--- src/rtl/triple.sv ---
// triple: registered unsigned multiply-by-three, result = (a<<1)+a.
// Define TRIPLE_PIPE_EN to add an input register stage (latency 2 instead of 1).
module triple #(
  parameter int IN_W = 4
) (
  input  logic            clk,
  input  logic            rst_n,
  input  logic [IN_W-1:0] a,
  input  logic            in_valid,
  output logic [IN_W+1:0] result,
  output logic            out_valid
);

  localparam int OUT_W = IN_W + 2;

  function automatic logic [OUT_W-1:0] times3(input logic [IN_W-1:0] x);
    logic [OUT_W-1:0] ext;
    ext = {2'b00, x};
    return (ext << 1'b1) + ext;
  endfunction

  logic [IN_W-1:0] stage_a_s;
  logic            stage_v_s;

`ifdef TRIPLE_PIPE_EN
  logic [IN_W-1:0] a_r;
  logic            in_valid_r;

  // Input stage: a is captured only with in_valid so an idle operand never reaches the product.
  always_ff @(posedge clk or negedge rst_n) begin
    if (!rst_n) begin
      a_r        <= '0;
      in_valid_r <= 1'b0;
    end else begin
      in_valid_r <= in_valid;
      if (in_valid) begin
        a_r <= a;
      end else begin
        a_r <= a_r;
      end
    end
  end

  assign stage_a_s = a_r;
  assign stage_v_s = in_valid_r;
`else
  assign stage_a_s = a;
  assign stage_v_s = in_valid;
`endif

  // Product stage: result updates only on a valid operand, out_valid mirrors the valid bit.
  always_ff @(posedge clk or negedge rst_n) begin
    if (!rst_n) begin
      result    <= '0;
      out_valid <= 1'b0;
    end else begin
      out_valid <= stage_v_s;
      if (stage_v_s) begin
        result <= times3(stage_a_s);
      end else begin
        result <= result;
      end
    end
  end

endmodule

--- config.mk ---
export PLATFORM = sky130hd
export DESIGN_NAME = triple
export DESIGN_NICKNAME = d
export VERILOG_FILES = /design/src/rtl/triple.sv
export SDC_FILE = /design/constraint.sdc
export NUM_CORES = 1
export LEC_CHECK = 0
export CAP_MARGIN = 20
export CORE_AREA = 2 2 39 41
export DETAILED_ROUTE_END_ITERATION = 10
export DIE_AREA = 0 0 41 43
export MAX_ROUTING_LAYER = met4
export PLACE_DENSITY = 0.65
export SYNTH_ARGS = -nofsm -noshare
export SYNTH_HDL_FRONTEND = slang
export SYNTH_SLANG_ARGS = --single-unit
--- constraint.sdc ---
create_clock -name clk -period 0.8 [get_ports clk]
set_input_delay 0.16 -clock clk [delete_from_list [all_inputs] [get_ports clk]]
set_output_delay 0.16 -clock clk [all_outputs]
set_load 0.02 [all_outputs]
# Yosys cells after proc, flatten, opt, wreduce, memory -nomap -nowiden
# Index checks and enable logic that the tools add are counted.
[classes]
n_addsub = 1
multipliers = 0
div = 0
order_cmp = 0
eq_ne = 0
shift = 0
n_mux = 0
n_bitwise = 0
n_reduce_logical = 0
[op_table]
columns = ["cell", "count"]
rows = [
  ["5-bit by 4-bit adder with 6-bit output", 1],
]
[totals]
reg_bits = 7
latchBits = 0
ram_bits = 0
romBits = 0
inputBits = 7
elab_cells = 3
mem_count = 0

# Logic depth before layout (Yosys ltp)
# Gate-level depths: netlist of the first run.
[depth]
ltp_word = 1
mapped_depth = 6

# Least setup slack after synthesis of the first run
# No wires, ideal clock.
[synth_timing]
path_type = "input to register"
startpoint = "input a[2]"
endpoint = "register result[4]"
setup_time_ns = 0.071
t_arrival_ns = 1.114
slack_ns = -0.385
cell_stages = 4
path_cell_list = "inv_1 -> ha_1 -> or4b_1 -> nand4_1"
[synth_via]
elab_chain_len = 1
[synth_lines]
columns = ["element", "line", "text"]
rows = [
  ["start, declared", "8", "input logic [IN_W-1:0] a,"],
  ["5-bit by 4-bit adder with 6-bit output", "19", "return (ext << 1'b1) + ext;"],
  ["end signal, assigned", "59", "result <= times3(stage_a_s);"],
  ["end signal, assigned", "61", "result <= result;"],
  ["end, declared", "10", "output logic [IN_W+1:0] result,"],
]
# Every way passes these cells.
# A chain may end at the register's enable or synchronous reset.

# Final worst setup path of the first run
[layout_timing]
startpoint = "register result[1]"
endpoint = "output result[1]"
# No word-level cell between the ends.

==> results of run 1 <==
-- where the power goes --
part           switching (uW)  leakage, uW  total (uW)  internal [uW]
clock network             124    0.0000150         314            190
logic                     193     0.000285         497            304
registers                32.6    0.0000794         438            405
-- flip-flops by register name, summed over array words and instances, names as in the netlist --
register and count:
out_valid 1, result 6
-- path summary, 6_finish.rpt --
kind	startpoint	endpoint	cells past startpoint	slack, ns
max in group asynchronous	rst_n	result[0]$_DFFE_PN0P_	1	0.37
hold / removal	a[0]	result[0]$_DFFE_PN0P_	2	0.15
min in group asynchronous	rst_n	result[2]$_DFFE_PN0P_	1	0.17
hold reg to reg	result[1]$_DFFE_PN0P_	result[1]$_DFFE_PN0P_	1	0.53
setup / recovery	result[1]$_DFFE_PN0P_	result[1]	1	-0.15
setup reg to reg	result[4]$_DFFE_PN0P_	result[4]$_DFFE_PN0P_	3	-0.09
-- through the flow --
stage                     instance area (um2)  utilization  total power (uW)
final                                     787        0.569              1250
after global routing                      787        0.569              1320
after CTS                                 763        0.552              1230
after detailed placement                  672        0.486               840
after global placement                    672        0.486               827
after floorplan                           447            -               614
-- timing repair --
action | CTS | global route
hold endpoints to repair | 0 | 0
buffers inserted | 3 | 1
setup endpoints to repair | 13 | 13
gates resized for setup | 73 | 5
pin swaps | 6 | 6
-- synth_stat cells (all sizes together) --
cell type,number
a31oi,1
mux2,2
xnor2,1
a21oi,4
nand4,1
nor2,2
buf,1
dfrtp,7
or2b,1
nand4b,1
and4b,1
fa,1
mux2i,1
or4b,1
inv,6
ha,5
-- metal layers --
metal / wire (um) / GRT usage / vias to the layer above
met5: 0 / - / -
met2: 456 / 0.216 / 11
li1: - / - / 187
met3: 38 / 0.0157 / 2
met4: 17 / 0.100 / 0
met1: 326 / 0.118 / 167
-- cell usage in the layout, fill, tap and decap left out, drive strengths merged --
cell / Yosys / layout
a21oi: 4 / 4
a31oi: 1 / 1
and4b: 1 / 1
buf: 1 / 26
clkbuf: 0 / 4
clkdlybuf4s15: 0 / 1
clkdlybuf4s50: 0 / 1
dfrtp: 7 / 7
fa: 1 / 1
ha: 5 / 5
inv: 6 / 6
mux2: 2 / 2
mux2i: 1 / 1
nand4: 1 / 1
nand4b: 1 / 1
nor2: 2 / 2
or2b: 1 / 1
or4b: 1 / 1
xnor2: 1 / 1
-- area by class of cell --
class                   count  area [um2]
well taps                  16        20.0
repair buffers             28         275
multi-input cells          22         263
clock buffers               4        26.3
flip-flops and latches      7         178
inverters                   6        25.0
fillers                   121         597
-- kinds of logic after synthesis --
group           count (synthesis)  synth area share
buf+inv                         7            0.0738
simple gates                    7             0.126
flops                           7             0.431
fa+ha+maj                       6             0.203
compound gates                  5            0.0646
mux                             3            0.0800
xor+xnor                        1            0.0215
==> impl_metrics.env, run 1 <==
export IMPL_status="complete, but fails checks"
export IMPL_violations="negative setup slack"
export IMPL_start_util=0.294
export IMPL_die_area_mm2=0.00176
export IMPL_cts_root_buf="clkbuf_4"
export IMPL_gp_congestion=0.693
export IMPL_hold_buffers=0
export IMPL_core_area_mm2=0.00138
export IMPL_cts_tree="built"
export IMPL_tightestPinTransition_ns=0.321
export IMPL_hold_ws_ns=0.149
export IMPL_totalNegativeSetupSlack_ns=-1.31
export IMPL_drive_gt1_frac=0.657
export IMPL_syn_area_per_cell_um2=11.3
export IMPL_synthToLayoutAreaGrowth_pct=93.5
export IMPL_vias=367
export IMPL_min_period_over_period=1.18
export IMPL_drc=0
export IMPL_critPathRequiredTime_ns=0.64
export IMPL_finalWorstSetupSlack_ns=-0.148
export IMPL_path_class="flip-flop to output port"
export IMPL_grt_pass1_wl_um=1460
export IMPL_clk_path_buf_depth=2
export IMPL_crit_family="flip-flops"
export IMPL_rsz0062_at_grt="yes"
export IMPL_cap_violations=0
export IMPL_numCtsBuffers=3
export IMPL_start_kind="flip-flop"
export IMPL_ys_seq_area_frac=0.431
export IMPL_synth_top_area_share=0.431
export IMPL_wl_per_cell_um=10.1
export IMPL_finalHoldViolCount=0
export IMPL_rows=14
export IMPL_yosys_register_bits=7
export IMPL_ys_types=16
export IMPL_dp_slack_ns=-0.879
export IMPL_ir_drop_mv=0.660
export IMPL_dp_hpwl_um=653
export IMPL_worstPathArrival_ns=0.79
export IMPL_fp_dieH_um=43
export IMPL_synthCells=36
export IMPL_maxSlewHeadroom=0.786
export IMPL_p_leak_uw=0.000379
export IMPL_antenna_found_initial=0
export IMPL_setup_viol=12
export IMPL_fp_dieW_um=41
export IMPL_grt_start_max_net_pins=8
export IMPL_clk_latency_ns=0.25
export IMPL_port_buffers=13
export IMPL_syn_area_um2=407
export IMPL_cp_slowest_cell="dfrtp_2"
export IMPL_fin_cells=83
export IMPL_fin_nets=81
export IMPL_clock_sinks=7
export IMPL_wl_um=839
export IMPL_path_buf_inv=1
export IMPL_slowest_delay_ns=0.41
export IMPL_power_density_mw_per_mm2=1590
export IMPL_ctsHtreeMaxLevel=1
export IMPL_skew_ns=0
export IMPL_firstDrtPassIters=4
export IMPL_yosysTopAreaCell="dfrtp_1"
export IMPL_yosysWarnings=0
export IMPL_groute_usage_overall=0.127
export IMPL_grt_ovfl_total=0
export IMPL_synth_fp_nets=49
export IMPL_clkTransAtPathRegs_ns=0.05
export IMPL_drtIter0Drc=5
export IMPL_dp_cells=75
export IMPL_crit_chain="buf_6"
export IMPL_postRouteAntennaNets=0
export IMPL_max_freq_ghz=1.06
export IMPL_yosys_top_cells_area="dfrtp_1, ha_1, inv_1"
export IMPL_routed_via_density=4.42
export IMPL_slew_viol_final=0
export IMPL_io_pin_count=14
export IMPL_num_antenna_cells=0
export IMPL_fin_crit_ns=0.948
export IMPL_grt_pass1_vias=396
export IMPL_cp_max_fo=2
export IMPL_endpoint_kind="output port"
export IMPL_worstHoldPathType="input port to flip-flop"
No activity file was read; power rests on OpenSTA's default activity.
==> run 2, diff against run 1 <==
--- a/config.mk
+++ b/config.mk
@@ -6,11 +6,15 @@
 export NUM_CORES = 1
 export LEC_CHECK = 0
 export CAP_MARGIN = 20
-export CORE_AREA = 2 2 39 41
+export CELL_PAD_IN_SITES_DETAIL_PLACEMENT = 2
+export CELL_PAD_IN_SITES_GLOBAL_PLACEMENT = 2
+export CORE_ASPECT_RATIO = 1.1
+export CORE_MARGIN = 2
+export CORE_UTILIZATION = 23
 export DETAILED_ROUTE_END_ITERATION = 10
-export DIE_AREA = 0 0 41 43
 export MAX_ROUTING_LAYER = met4
-export PLACE_DENSITY = 0.65
+export PLACE_DENSITY = 0.75
+export SETUP_SLACK_MARGIN = 0.05
 export SYNTH_ARGS = -nofsm -noshare
 export SYNTH_HDL_FRONTEND = slang
 export SYNTH_SLANG_ARGS = --single-unit
==> impl_metrics.env, run 2 (synthesized netlist as in run 1, its figures left out) <==
export IMPL_antenna_found_initial=0
export IMPL_combinationalPowerShare=0.391
export IMPL_fin_util=0.491
export IMPL_fin_crit_ns=0.980
export IMPL_regMostFlops="result"
export IMPL_power_density_mw_per_mm2=1650
export IMPL_start_kind="flip-flop"
export IMPL_totalNegativeSetupSlack_ns=-1.50
export IMPL_groute_usage_overall=0.158
export IMPL_gp_congestion=0.706
export IMPL_clock_sinks=7
export IMPL_pwr_share_clk=0.272
export IMPL_swShare=0.311
export IMPL_layout_commonest_cell="buf_4"
export IMPL_grt_ovfl_total=0
export IMPL_worstHoldPathType="input port to flip-flop"
export IMPL_cap_violations=0
export IMPL_slew_viol_final=0
export IMPL_routed_via_density=4.71
export IMPL_finalPower_uw=1310
export IMPL_p_leak_uw=0.000383
export IMPL_endpoint_kind="output port"
export IMPL_fp_dieW_um=44.1
export IMPL_io_pin_count=14
export IMPL_ctsHtreeMaxLevel=1
export IMPL_intPower_uw=899
export IMPL_drc=0
export IMPL_p_sw_uw=406
export IMPL_tightestPinTransition_ns=0.119
export IMPL_fin_nets=82
export IMPL_core_area_mm2=0.00161
export IMPL_max_freq_ghz=1.02
export IMPL_mostFrequentLayoutCells="buf_4, buf_6, dfrtp_1"
export IMPL_rows=15
export IMPL_numCtsBuffers=3
export IMPL_cts_tree="built"
export IMPL_dp_slack_ns=-0.895
export IMPL_firstDrtPassIters=2
export IMPL_slowest_delay_ns=0.42
export IMPL_min_period_over_period=1.22
export IMPL_gr_usage_met2=0.276
export IMPL_fillers=160
export IMPL_dp_hpwl_um=953
export IMPL_wl_um=1290
export IMPL_postRouteAntennaNets=0
export IMPL_port_buffers=13
export IMPL_wl_per_cell_um=15.1
export IMPL_hold_ws_ns=0.129
export IMPL_violations="negative setup slack"
export IMPL_num_antenna_cells=0
export IMPL_use_met1=0.153
export IMPL_cp_slowest_cell="dfrtp_2"
export IMPL_setup_viol=12
export IMPL_crit_family="flip-flops"
export IMPL_path_buf_inv=1
export IMPL_synthToLayoutAreaGrowth_pct=94.8
export IMPL_finalWorstSetupSlack_ns=-0.180
export IMPL_ir_drop_mv=0.593
export IMPL_critPathRequiredTime_ns=0.64
export IMPL_worstPathArrival_ns=0.82
export IMPL_rsz0062_at_grt="yes"
export IMPL_crit_chain="buf_6"
export IMPL_grt_start_max_net_pins=7
export IMPL_largest_reg_flops=6
export IMPL_fp_dieH_um=48.1
export IMPL_path_class="flip-flop to output port"
export IMPL_cp_max_fo=2
export IMPL_seqPwrFrac=0.337
export IMPL_globalRoute_busiestLayer="met2"
export IMPL_drive_gt1_frac=0.676
export IMPL_status="complete, but fails checks"
export IMPL_start_util=0.252
export IMPL_grt_pass1_wl_um=2130
export IMPL_clkTransAtPathRegs_ns=0.06
export IMPL_skew_ns=0
export IMPL_drtIter0Drc=5
export IMPL_grt_use_met3=0.0222
export IMPL_clk_latency_ns=0.27
export IMPL_clk_path_buf_depth=2
export IMPL_maxSlewHeadroom=0.918
export IMPL_vias=400
export IMPL_largest_registers="result x6, out_valid x1"
export IMPL_die_area_mm2=0.00212
export IMPL_cts_root_buf="clkbuf_4"
export IMPL_finalHoldViolCount=0
export IMPL_hold_buffers=0
export IMPL_grt_pass1_vias=468
## run 2: area by class of cell
class                           instances  area (um2)  area share
Clock buffer                            4        26.3      0.0332
Tap cell                               17        21.3      0.0269
Inverter                                6        25.0      0.0316
Sequential cell                         7         178       0.224
Multi-Input combinational cell         22         267       0.336
Timing Repair Buffer                   29         275       0.348
## run 2: worst paths after layout
path / start / endpoint / slack [ns] / cells after the start
max: result[0]$_DFFE_PN0P_ / result[0] / -0.18 / 1
min: a[0] / result[0]$_DFFE_PN0P_ / 0.13 / 2
max reg2reg: result[4]$_DFFE_PN0P_ / result[4]$_DFFE_PN0P_ / -0.12 / 3
min reg2reg: result[1]$_DFFE_PN0P_ / result[1]$_DFFE_PN0P_ / 0.55 / 1
max in group asynchronous: rst_n / result[4]$_DFFE_PN0P_ / 0.49 / 2
min in group asynchronous: rst_n / result[1]$_DFFE_PN0P_ / 0.18 / 2
## run 2: power by group through the flow
| stage | clock network (uW) | logic (uW) | registers [uW] |
|---|---|---|---|
| after global placement | 0 | 411 | 431 |
| after CTS | 355 | 496 | 439 |
| after floorplan | 0 | 120 | 494 |
| after global routing | 409 | 558 | 446 |
| after detailed placement | 0 | 434 | 435 |
| final | 355 | 511 | 440 |
## run 2: worst reg2reg max path, cell delays in order, from the launching register on
cell and delay, ns:
dfrtp_1 0.39, buf_4 0.13, or2b_4 0.18, nand4_1 0.09
## run 2: metal layers
metal	routed length, um	up-vias
li1	-	186
met1	498	199
met2	736	11
met3	23	4
met4	25	0
met5	0	-
## run 2: timing repair
item	in CTS	in global routing
setup buffers	2	1
setup endpoints to repair	13	13
resized for setup	70	6
pin swaps	6	6
## run 2: stage by stage
step	instance area, um2	instances
after global placement	696	79
after floorplan	447	36
after global routing	792	85
after CTS	774	85
after detailed placement	696	79
final	792	85
